`src/rtl/stream_min_max_tracker_pkg.sv`:
```
// Shared definitions for the stream min/max tracker.
//   state_t        : FSM encoding (IDLE / ACC / DONE)
//   DEF_WORD_SIZE  : default data word width
//   DEF_CNT_W      : default beat counter / index width
package stream_min_max_tracker_pkg;

  typedef enum logic [1:0] {
    S_IDLE = 2'd0,
    S_ACC  = 2'd1,
    S_DONE = 2'd2
  } state_t;

  localparam int DEF_WORD_SIZE = 32;
  localparam int DEF_CNT_W     = 16;

endpackage

```
`src/rtl/stream_min_max_tracker_cmp.sv`:
```
// Unsigned magnitude comparator used by the stream min/max tracker.
//   A, B    : operands (unsigned, WORD_SIZE bits)
//   A_lt_B  : A < B
//   A_gt_B  : A > B
//   A_eq_B  : A == B
module word_magnitude_cmp #(
  parameter int WORD_SIZE = 32
) (
  input  logic [WORD_SIZE-1:0] A,
  input  logic [WORD_SIZE-1:0] B,
  output logic                 A_lt_B,
  output logic                 A_gt_B,
  output logic                 A_eq_B
);

  assign A_lt_B = (A < B);
  assign A_gt_B = (A > B);
  assign A_eq_B = (A == B);

endmodule

```
`src/rtl/stream_min_max_tracker.sv`:
```
// Stream min/max tracker: consumes a framed stream of unsigned words and, at
// end of frame, presents min/max values, their first-occurrence indices, the
// beat count, an all-equal flag and a counter-saturation flag.
//   clk, rst_n                     : clock, async active-low reset
//   in_valid/in_ready/in_data/in_last : input beat handshake
//   out_valid/out_ready            : result record handshake
//   out_min/out_max                : extremes of the frame
//   out_min_idx/out_max_idx        : 0-based index of first occurrence
//   out_count                      : beats in frame (saturating)
//   out_all_eq                     : every beat equal
//   out_sat                        : beat counter saturated
//
// state  | meaning
// -------+-----------------------------------------------
// IDLE   | waiting for first beat of a frame
// ACC    | accumulating beats, min/max tracking active
// DONE   | record presented, waiting for out_ready
module stream_min_max_tracker
  import stream_min_max_tracker_pkg::*;
#(
  parameter int WORD_SIZE = DEF_WORD_SIZE,
  parameter int CNT_W     = DEF_CNT_W
) (
  input  logic                 clk,
  input  logic                 rst_n,
  input  logic                 in_valid,
  output logic                 in_ready,
  input  logic [WORD_SIZE-1:0] in_data,
  input  logic                 in_last,
  output logic                 out_valid,
  input  logic                 out_ready,
  output logic [WORD_SIZE-1:0] out_min,
  output logic [WORD_SIZE-1:0] out_max,
  output logic [CNT_W-1:0]     out_min_idx,
  output logic [CNT_W-1:0]     out_max_idx,
  output logic [CNT_W-1:0]     out_count,
  output logic                 out_all_eq,
  output logic                 out_sat
);

  localparam logic [CNT_W-1:0] CNT_MAX = {CNT_W{1'b1}};

  state_t               r_state;
  state_t               w_next;
  logic                 r_init;
  logic [WORD_SIZE-1:0] r_min;
  logic [WORD_SIZE-1:0] r_max;
  logic [CNT_W-1:0]     r_min_idx;
  logic [CNT_W-1:0]     r_max_idx;
  logic [CNT_W-1:0]     r_count;
  logic                 r_sat;

  logic w_accept;
  logic w_load_first;
  logic w_acc_beat;
  logic w_lt_min;
  logic w_gt_min;
  logic w_eq_min;
  logic w_lt_max;
  logic w_gt_max;
  logic w_eq_max;
  logic w_mm_lt;
  logic w_mm_gt;
  logic w_mm_eq;

  word_magnitude_cmp #(.WORD_SIZE(WORD_SIZE)) u_cmp_min (
    .A      (in_data),
    .B      (r_min),
    .A_lt_B (w_lt_min),
    .A_gt_B (w_gt_min),
    .A_eq_B (w_eq_min)
  );

  word_magnitude_cmp #(.WORD_SIZE(WORD_SIZE)) u_cmp_max (
    .A      (in_data),
    .B      (r_max),
    .A_lt_B (w_lt_max),
    .A_gt_B (w_gt_max),
    .A_eq_B (w_eq_max)
  );

  word_magnitude_cmp #(.WORD_SIZE(WORD_SIZE)) u_cmp_mm (
    .A      (r_min),
    .B      (r_max),
    .A_lt_B (w_mm_lt),
    .A_gt_B (w_mm_gt),
    .A_eq_B (w_mm_eq)
  );

  // in_ready must stay low while reset is held and only rise on the first
  // clock after release, so a one-bit flag records that a clock has been seen.
  always_ff @(posedge clk or negedge rst_n) begin
    if (!rst_n) begin
      r_init  <= 1'b0;
      r_state <= S_IDLE;
    end else begin
      r_init  <= 1'b1;
      r_state <= w_next;
    end
  end

  always_comb begin
    w_next = r_state;
    case (r_state)
      S_IDLE: if (w_accept) w_next = in_last ? S_DONE : S_ACC;
      S_ACC:  if (w_accept && in_last) w_next = S_DONE;
      S_DONE: if (out_ready) w_next = S_IDLE;
      default: w_next = S_IDLE;
    endcase
  end

  always_comb begin
    in_ready     = r_init && (r_state != S_DONE);
    out_valid    = (r_state == S_DONE);
    w_accept     = in_valid && in_ready;
    w_load_first = w_accept && (r_state == S_IDLE);
    w_acc_beat   = w_accept && (r_state == S_ACC);
    // Held registers are stale in IDLE; suppress the flag so reset reads 0.
    out_all_eq   = w_mm_eq && (r_state != S_IDLE);
  end

  always_ff @(posedge clk or negedge rst_n) begin
    if (!rst_n) begin
      r_min     <= '0;
      r_max     <= '0;
      r_min_idx <= '0;
      r_max_idx <= '0;
      r_count   <= '0;
      r_sat     <= 1'b0;
    end else if (w_load_first) begin
      r_min     <= in_data;
      r_max     <= in_data;
      r_min_idx <= '0;
      r_max_idx <= '0;
      r_count   <= CNT_W'(1);
      r_sat     <= 1'b0;
    end else if (w_acc_beat) begin
      // The current count is this beat's index (clamped once saturated).
      if (w_lt_min) begin
        r_min     <= in_data;
        r_min_idx <= r_count;
      end
      if (w_gt_max) begin
        r_max     <= in_data;
        r_max_idx <= r_count;
      end
      if (r_count == CNT_MAX) r_sat   <= 1'b1;
      else                    r_count <= r_count + CNT_W'(1);
    end
  end

  assign out_min     = r_min;
  assign out_max     = r_max;
  assign out_min_idx = r_min_idx;
  assign out_max_idx = r_max_idx;
  assign out_count   = r_count;
  assign out_sat     = r_sat;

endmodule

```
`config.mk`:
```
export PLATFORM = sky130hd
export DESIGN_NAME = stream_min_max_tracker
export DESIGN_NICKNAME = d
export VERILOG_FILES = /design/src/rtl/stream_min_max_tracker_pkg.sv /design/src/rtl/stream_min_max_tracker_cmp.sv /design/src/rtl/stream_min_max_tracker.sv
export SDC_FILE = /design/constraint.sdc
export NUM_CORES = 1
export LEC_CHECK = 0
export BUFFER_PORTS_ARGS = -buffer_cell sky130_fd_sc_hd__buf_2
export CELL_PAD_IN_SITES_DETAIL_PLACEMENT = 1
export CELL_PAD_IN_SITES_GLOBAL_PLACEMENT = 2
export CORE_ASPECT_RATIO = 1.5
export CORE_MARGIN = 10
export CORE_UTILIZATION = 37
export CTS_CLUSTER_SIZE = 24
export DETAILED_ROUTE_END_ITERATION = 10
export PLACE_DENSITY = 0.95
export SYNTH_ARGS = -nofsm -noshare
export SYNTH_HDL_FRONTEND = slang
export SYNTH_SLANG_ARGS = --single-unit
```
`constraint.sdc`:
```
create_clock -name clk -period 6.9 [get_ports clk]
set_clock_uncertainty 0.05 [all_clocks]
set_input_delay 1.725 -clock clk [delete_from_list [all_inputs] [get_ports clk]]
set_output_delay 1.725 -clock clk [all_outputs]
set_load 0.01 [all_outputs]
```
==> results.md, run 1 <==
- Outcome: finished clean
- Cell count after synthesis: between 600 and 700
- RSZ-0062 raised after global routing: false
- CTS tree: yes
- Most used cell, CP: nor4_1
- Relative slew slack: a little under half
- HP Class: flip-flop to flip-flop
- First-pass GRT wire length: between 30000 and 40000 um
- Area grow syn2layout: 23.31%
- Pre-antenna DRT Iters: 4
- Synth warn: 0
- Setup_tns: 0 ns
- H-tree Lvls: 4
- Worst R2R Setup Slack: between 3 and 4 ns
- Site Rows: 61
- DPL Wire Length: ~16000 um
- Resized cells post-CTS: 0
- PD cells: about 430 nW/um2
- Maximum root-to-sink buffer count: 2
- Syn Area/Cell: 10.79 um2
- Share of post-route cells with drive strength above 1: 32.72%
- Final setup fails: 0
- Seq/Total Area, Yosys: around 42%
- Largest net degree at the start of global routing: 62
- Worst-Skew Late Latency: 0.43 ns
- Worst slew pin tran: roughly 0.8 ns
- Multi-input logic area: about 3600 um2
- CTS Sinks: roughly 120
- Fmax: between 200 and 250 MHz
- Vias in the first global route: roughly 6.3k
- Critical Path Start Type: flip-flop
- Die area: 24540 um2
- Total number of vias: roughly 5.4k
- Post-layout min period: about 4.2 ns
- Vias/cell: 5.123
- Clock-pin slew on the worst setup and hold paths: about 0.06 ns
- Critical-path maximum fanout: 4
- Fin crit share: between 60% and 70%
- Prevailing post-synth register cell: dfrtp_1
- WP buf/inv: 1
- Max cap viols: 0
- Clock Root Buffer: clkbuf_16
- Worst vdd ir: roughly 0.15 mV
- Post-CTS Hold Fix Bufs: 0
- Worst path max stage delay: approximately 0.43 ns
- Pwr Total: approximately 3.6 mW
- Netlist cell types: 50
- CP Cell Sequence: xnor2_1, nand4_1, nor4_1, nand2_1, nor4_1, buf_2
- Max Transition Viols Final: 0
- Global placement routability congestion: roughly 0.8
- CORE AREA: 18390 um2
- GRT Overall Usage: about 18%
- GRT overflow: 0
- Crit. End Element: output port
- Register area: between 2000 and 3000 um2
- Final Routed Wirelength: approximately 22000 um
- Routed wire per std cell: just over 20 um
- #FFs+latches synth: roughly 120
- Post-synth EDFFs: 0
- Lkg Pwr: 4.342 nW
- Synthesized area: about 7000 um2
- Port Buffers: ~150
- Initial core utilization: between 30% and 40%
- Residual DRC: 0
- I/O pin count: ~150
- Setup Buffers After CTS: 0
- Kind of cell adding the most delay to the critical path: simple AND/OR/NAND/NOR gates
- Detailed router's first-iteration violation count: 221
- Slowest-stage cell, CP: dfrtp_1
- CP Class: flip-flop to output port
- Fillers: 2113
- Final Hold Fails: 0
- Initial antenna violation count: 1
- Async SR Flop Fraction: 100.0%
- Critical Path AT: 2.40 ns
- Syn nets: roughly 740
- Antenna Nets Post-Route: 0
- Die Span Y: about 190 um
- CTS Buf Count: 17
- Worst endpoint required time: 5.12 ns
- Width of the die: around 130 um
- Net count reported at finish: 898
sequential cells by signal, indices dropped and copies added (netlist names):
name         cells
out_max_idx     16
out_min         32
r_state          2
out_sat          1
out_min_idx     16
out_max         32
r_init           1
out_count       16
final timing paths:
check / start / endpoint / cells past startpoint
max: out_max[9] / out_all_eq / 6
min: r_state[1] / r_state[0] / 1
max reg2reg: out_max[15] / out_max[2] / 7
min reg2reg: r_state[1] / r_state[0] / 1
max in group asynchronous: rst_n / out_max[29] / 2
min in group asynchronous: rst_n / r_init / 1
worst register-to-register path: cells and delay by family (launching register included):
kind | cells | cell delay, ns
and+or+nand+nor | 2 | 0.81
buffers and inverters | 1 | 0.07
DFF | 1 | 0.41
adders and majority gates | 1 | 0.33
muxes | 1 | 0.43
AOI/OAI and AO/OA | 2 | 0.97
logic make-up after synthesis:
logic type	Yosys count	share of synthesized area (%)
XOR/XNOR	45	5.736
flip-flops	116	42.24
buffers and inverters	84	5.572
AND/OR/NAND/NOR	165	11.65
AO/OA/AOI/OAI	66	6.300
adder cells (fa/ha/maj)	64	11.65
other	1	0.05457
multiplexers	96	16.79
cell usage in the layout (no fill, tap or decap), types with 3 or more instances in the layout:
master,n
a21o_1,4
inv_6,5
xnor2_1,34
clkbuf_16,17
nor3_1,5
inv_1,67
nor4_1,6
nor2_1,26
and3_1,4
nor2b_1,3
ha_1,64
dfrtp_1,116
nand4_1,19
a211oi_1,4
a31oi_1,3
clkinv_4,3
buf_2,151
o211ai_1,3
a21oi_1,25
o21ai_0,12
nand2_1,70
mux2i_1,32
mux2_2,34
buf_4,7
or2_2,3
nand3_1,18
mux2_4,30
xor2_1,11
synthesized netlist by cell type (all sizes together) (5+ instances only):
| master | number | area [um2] |
|---|---|---|
| inv | 67 | 251.5 |
| nand4 | 20 | 131.4 |
| nand3 | 19 | 100.1 |
| dfrtp | 116 | 2903 |
| ha | 64 | 800.8 |
| mux2i | 32 | 320.3 |
| xor2 | 11 | 96.34 |
| clkbuf | 9 | 33.78 |
| xnor2 | 34 | 297.8 |
| nand2 | 70 | 262.8 |
| buf | 8 | 97.60 |
| o21ai | 13 | 68.82 |
| a21oi | 26 | 133.9 |
| nor4 | 7 | 58.81 |
| nor2 | 26 | 97.59 |
| nor3 | 5 | 25.02 |
| mux2 | 64 | 833.3 |
routing by layer:
| layer | vias up | GRT usage, % | wire [um] | part of all wire, % |
|---|---|---|---|---|
| met5 | - | 0 | 0 | 0 |
| met4 | 0 | 7.597 | 641 | 3.0 |
| met3 | 36 | 4.301 | 829 | 3.8 |
| met2 | 127 | 33.79 | 11980 | 55 |
| met1 | 2750 | 17.58 | 8134 | 38 |
| li1 | 2533 | - | - | - |
area by class of cell:
| type | count | share of cell area [%] |
|---|---|---|
| Sequential cell | 116 | 34.26 |
| Inverter | 67 | 2.968 |
| Antenna cell | 1 | 0.02953 |
| Multi-Input combinational cell | 437 | 42.32 |
| Clock inverter | 14 | 1.979 |
| Timing Repair Buffer | 158 | 9.539 |
| Tap cell | 252 | 3.721 |
| Clock buffer | 18 | 5.183 |
report_power, final:
part	switching, mW	internal (mW)
logic	0.802	0.732
clock network	0.363	0.553
registers	0.292	0.894
per-stage QoR:
stage | worst slack (ns) | std cells | utilization, % | hold slack (ns) | area (um2)
detailed placement | 2.310 | 1030 | 42.75 | 0.4610 | 7864
finish | 2.729 | 1063 | 46.06 | 0.4728 | 8473
global route | 2.631 | 1063 | 46.06 | 0.4966 | 8473
floorplan | 3.032 | 637 | - | 0.4042 | 6872
CTS | 2.661 | 1062 | 46.05 | 0.4688 | 8471
global placement | 2.356 | 1030 | 42.75 | 0.4445 | 7864
Power figures use the tool's default switching activity.
==> run 2: changes to the inputs <==
- CORE_UTILIZATION: 37 -> 35
- PLACE_DENSITY: 0.95 -> 0.93
- clock period: 6.9 -> 4.2 ns (I/O delays scaled with it)
==> run 2 against run 1 <==
Sequential share of layout area shrank 0.096 points. Register-to-register slack lost 2.7 ns. Global-route usage shrank 1.3 points. Core utilization shrank 1.9 points. Largest cell class unchanged.
==> results.md, run 2 (synthesis gave the netlist of run 1 again) <==
- Worst slew pin tran: 0.8699 ns (was 0.7999 ns)
- CP Class: flip-flop to output port (unchanged)
- CORE AREA: 19240 um2 (was 18390 um2)
- Worst vdd ir: 0.2733 mV (was 0.1502 mV)
- Worst R2R Setup Slack: 1.06 ns (was 3.72 ns)
- Psw: 2.363 mW (was 1.458 mW)
- Max Transition Viols Final: 0 (unchanged)
- Clk pwr share: 23.9% (was 25.2%)
- Initial core utilization: 35.72% (was 37.36%)
- Switching Share: 40.57% (was 40.09%)
- Maximum root-to-sink buffer count: 2 (unchanged)
- Crit. End Element: output port (unchanged)
- Site Rows: 62 (was 61)
- Worst-Skew Late Latency: 0.42 ns (was 0.43 ns)
- Lkg Pwr: 4.346 nW (was 4.342 nW)
- Net count reported at finish: 901 (was 898)
- Max cap viols: 0 (unchanged)
- Outcome: finished clean (unchanged)
- First-pass GRT wire length: 32840 um (was 34640 um)
- Post-CTS Hold Fix Bufs: 0 (unchanged)
- Setup_tns: 0 ns (unchanged)
- Antenna Nets Post-Route: 0 (unchanged)
- Commonest non-fill, non-tap cell in the layout: buf_2 (unchanged)
- Pre-antenna DRT Iters: 4 (unchanged)
- Area grow syn2layout: 23.65% (was 23.31%)
- HP Class: flip-flop to flip-flop (unchanged)
- CTS Sinks: 116 (unchanged)
- Total number of vias: 5327 (was 5446)
- Fin cells: 1071 (was 1063)
- Comb power frac: 42.8% (was 42.2%)
- Fmax: between 200 and 300 MHz
- Setup Buffers After CTS: 0 (unchanged)
- Placed cell count: 1037 (was 1030)
- Final Routed Wirelength: 20830 um (was 21580 um)
- Reg2reg path depth: 9 (was 7)
- Vias in the first global route: 5988 (was 6281)
- Width of the die: 134.4 um (was 131.3 um)
- H-tree Lvls: 4 (unchanged)
- Share of post-route cells with drive strength above 1: 32.96% (was 32.72%)
- Critical Path AT: 2.33 ns (was 2.40 ns)
- Relative slew slack: 42.01% (was 46.67%)
- Final setup fails: 0 (unchanged)
- Seq pwr share: 33.3% (was 32.6%)
- Most frequent cells in the layout: 151 x buf_2, 116 x dfrtp_1, 70 x nand2_1 (unchanged)
- DPL Wire Length: 16260 um (was 16130 um)
- Initial antenna violation count: 2 (was 1)
- Vias/cell: 4.974 (was 5.123)
- Fin crit share: 81.63%
- Final Hold Fails: 0 (unchanged)
- Post-layout min period: about 3.4 ns
- Largest net degree at the start of global routing: 63 (was 62)
- Die area: 25750 um2 (was 24540 um2)
- Hold Crit Depth: 1 (unchanged)
- Worst endpoint required time: 3.10 ns (was 5.12 ns)
- Clock-pin slew on the worst setup and hold paths: 0.06 ns (about the same)
- Critical-path maximum fanout: 4 (unchanged)
- R2R Path Start: out_max[31] (was out_max[15])
- Die Span Y: 191.6 um (was 186.9 um)
- RSZ-0062 raised after global routing: false (unchanged)
- GRT Overall Usage: 16.38% (was 17.69%)
- CTS tree: yes (unchanged)
- Detailed router's first-iteration violation count: 191 (was 221)
- GRT overflow: 0 (unchanged)
- Clock Root Buffer: clkbuf_16 (unchanged)
- Port Buffers: 152 (unchanged)
- Worst Hold End: r_state[0] (unchanged)
- I/O pin count: 153 (unchanged)
- Global placement routability congestion: 0.8245 (was 0.8000)
- Routed wire per std cell: 19.45 um (was 20.30 um)
- RR Endpoint: out_max[26] (was out_max[2])
- PD cells: 685.6 nW/um2 (was 429.2 nW/um2)
- Hold WS: 0.4559 ns (was 0.4728 ns)
- Critical Path Start Type: flip-flop (unchanged)
- Int Pwr: 3.462 mW (was 2.179 mW)
- Residual DRC: 0 (unchanged)
- Worst hold start: r_state[1] (unchanged)
- CTS Buf Count: 17 (unchanged)
- Resized cells post-CTS: 0 (unchanged)
-- run 2: worst max path at each step --
| stage | start | to | slack (ns) | depth (start not counted) |
|---|---|---|---|---|
| CTS | out_max[9] | out_all_eq | 0.67 | 6 |
| detailed placement | in_data[27] | out_max[26] | 0.37 | 9 |
| global route | out_max[9] | out_all_eq | 0.62 | 6 |
| floorplan | in_data[9] | out_max[10] | 1.01 | 8 |
| finish | out_max[9] | out_all_eq | 0.77 | 6 |
| global placement | in_data[29] | out_max[28] | 0.41 | 9 |
-- run 2: power by group through the flow --
stage	Clock (mW)	Sequential [mW]	Combinational (mW)
final	1.39	1.94	2.49
after global routing	1.48	2.01	2.77
after CTS	1.43	1.95	2.56
after detailed placement	0	1.96	2.54
after global placement	0	1.95	2.44
after floorplan	0	2.00	1.46
-- run 2: layout make-up --
| cell class | instances | area, um2 |
|---|---|---|
| diodes | 2 | 5.005 |
| clock buffers | 17 | 425.4 |
| clock inverters | 15 | 137.6 |
| fillers | 2214 | 10740 |
| inverters | 67 | 251.5 |
| multi-input cells | 437 | 3586 |
| flip-flops and latches | 116 | 2903 |
| well taps | 256 | 320.3 |
| repair buffers | 161 | 868.3 |
-- run 2: per-layer routing --
metal | global-route usage (%) | vias up | wire [um]
li1 | - | 2543 | -
met1 | 16.94 | 2635 | 7982
met2 | 30.45 | 123 | 11360
met3 | 4.759 | 26 | 1088
met4 | 5.961 | 0 | 403
met5 | 0 | - | 0
-- run 2: worst max-delay path, cell delays in order (launching register included) --
cell,delay [ns]
dfrtp_1,0.44
xnor2_1,0.39
nand4_1,0.23
nor4_1,0.36
nand2_1,0.13
nor4_1,0.18
buf_2,0.18
-- run 2: through the flow --
step	setup slack, ns	area [um2]	util, %	power (mW)
after floorplan	1.007	6872	-	3.468
after global placement	0.4141	7929	41.21	4.395
after detailed placement	0.3732	7929	41.21	4.499
after CTS	0.6708	8492	44.14	5.936
after global routing	0.6204	8497	44.17	6.256
final	0.7713	8497	44.17	5.825
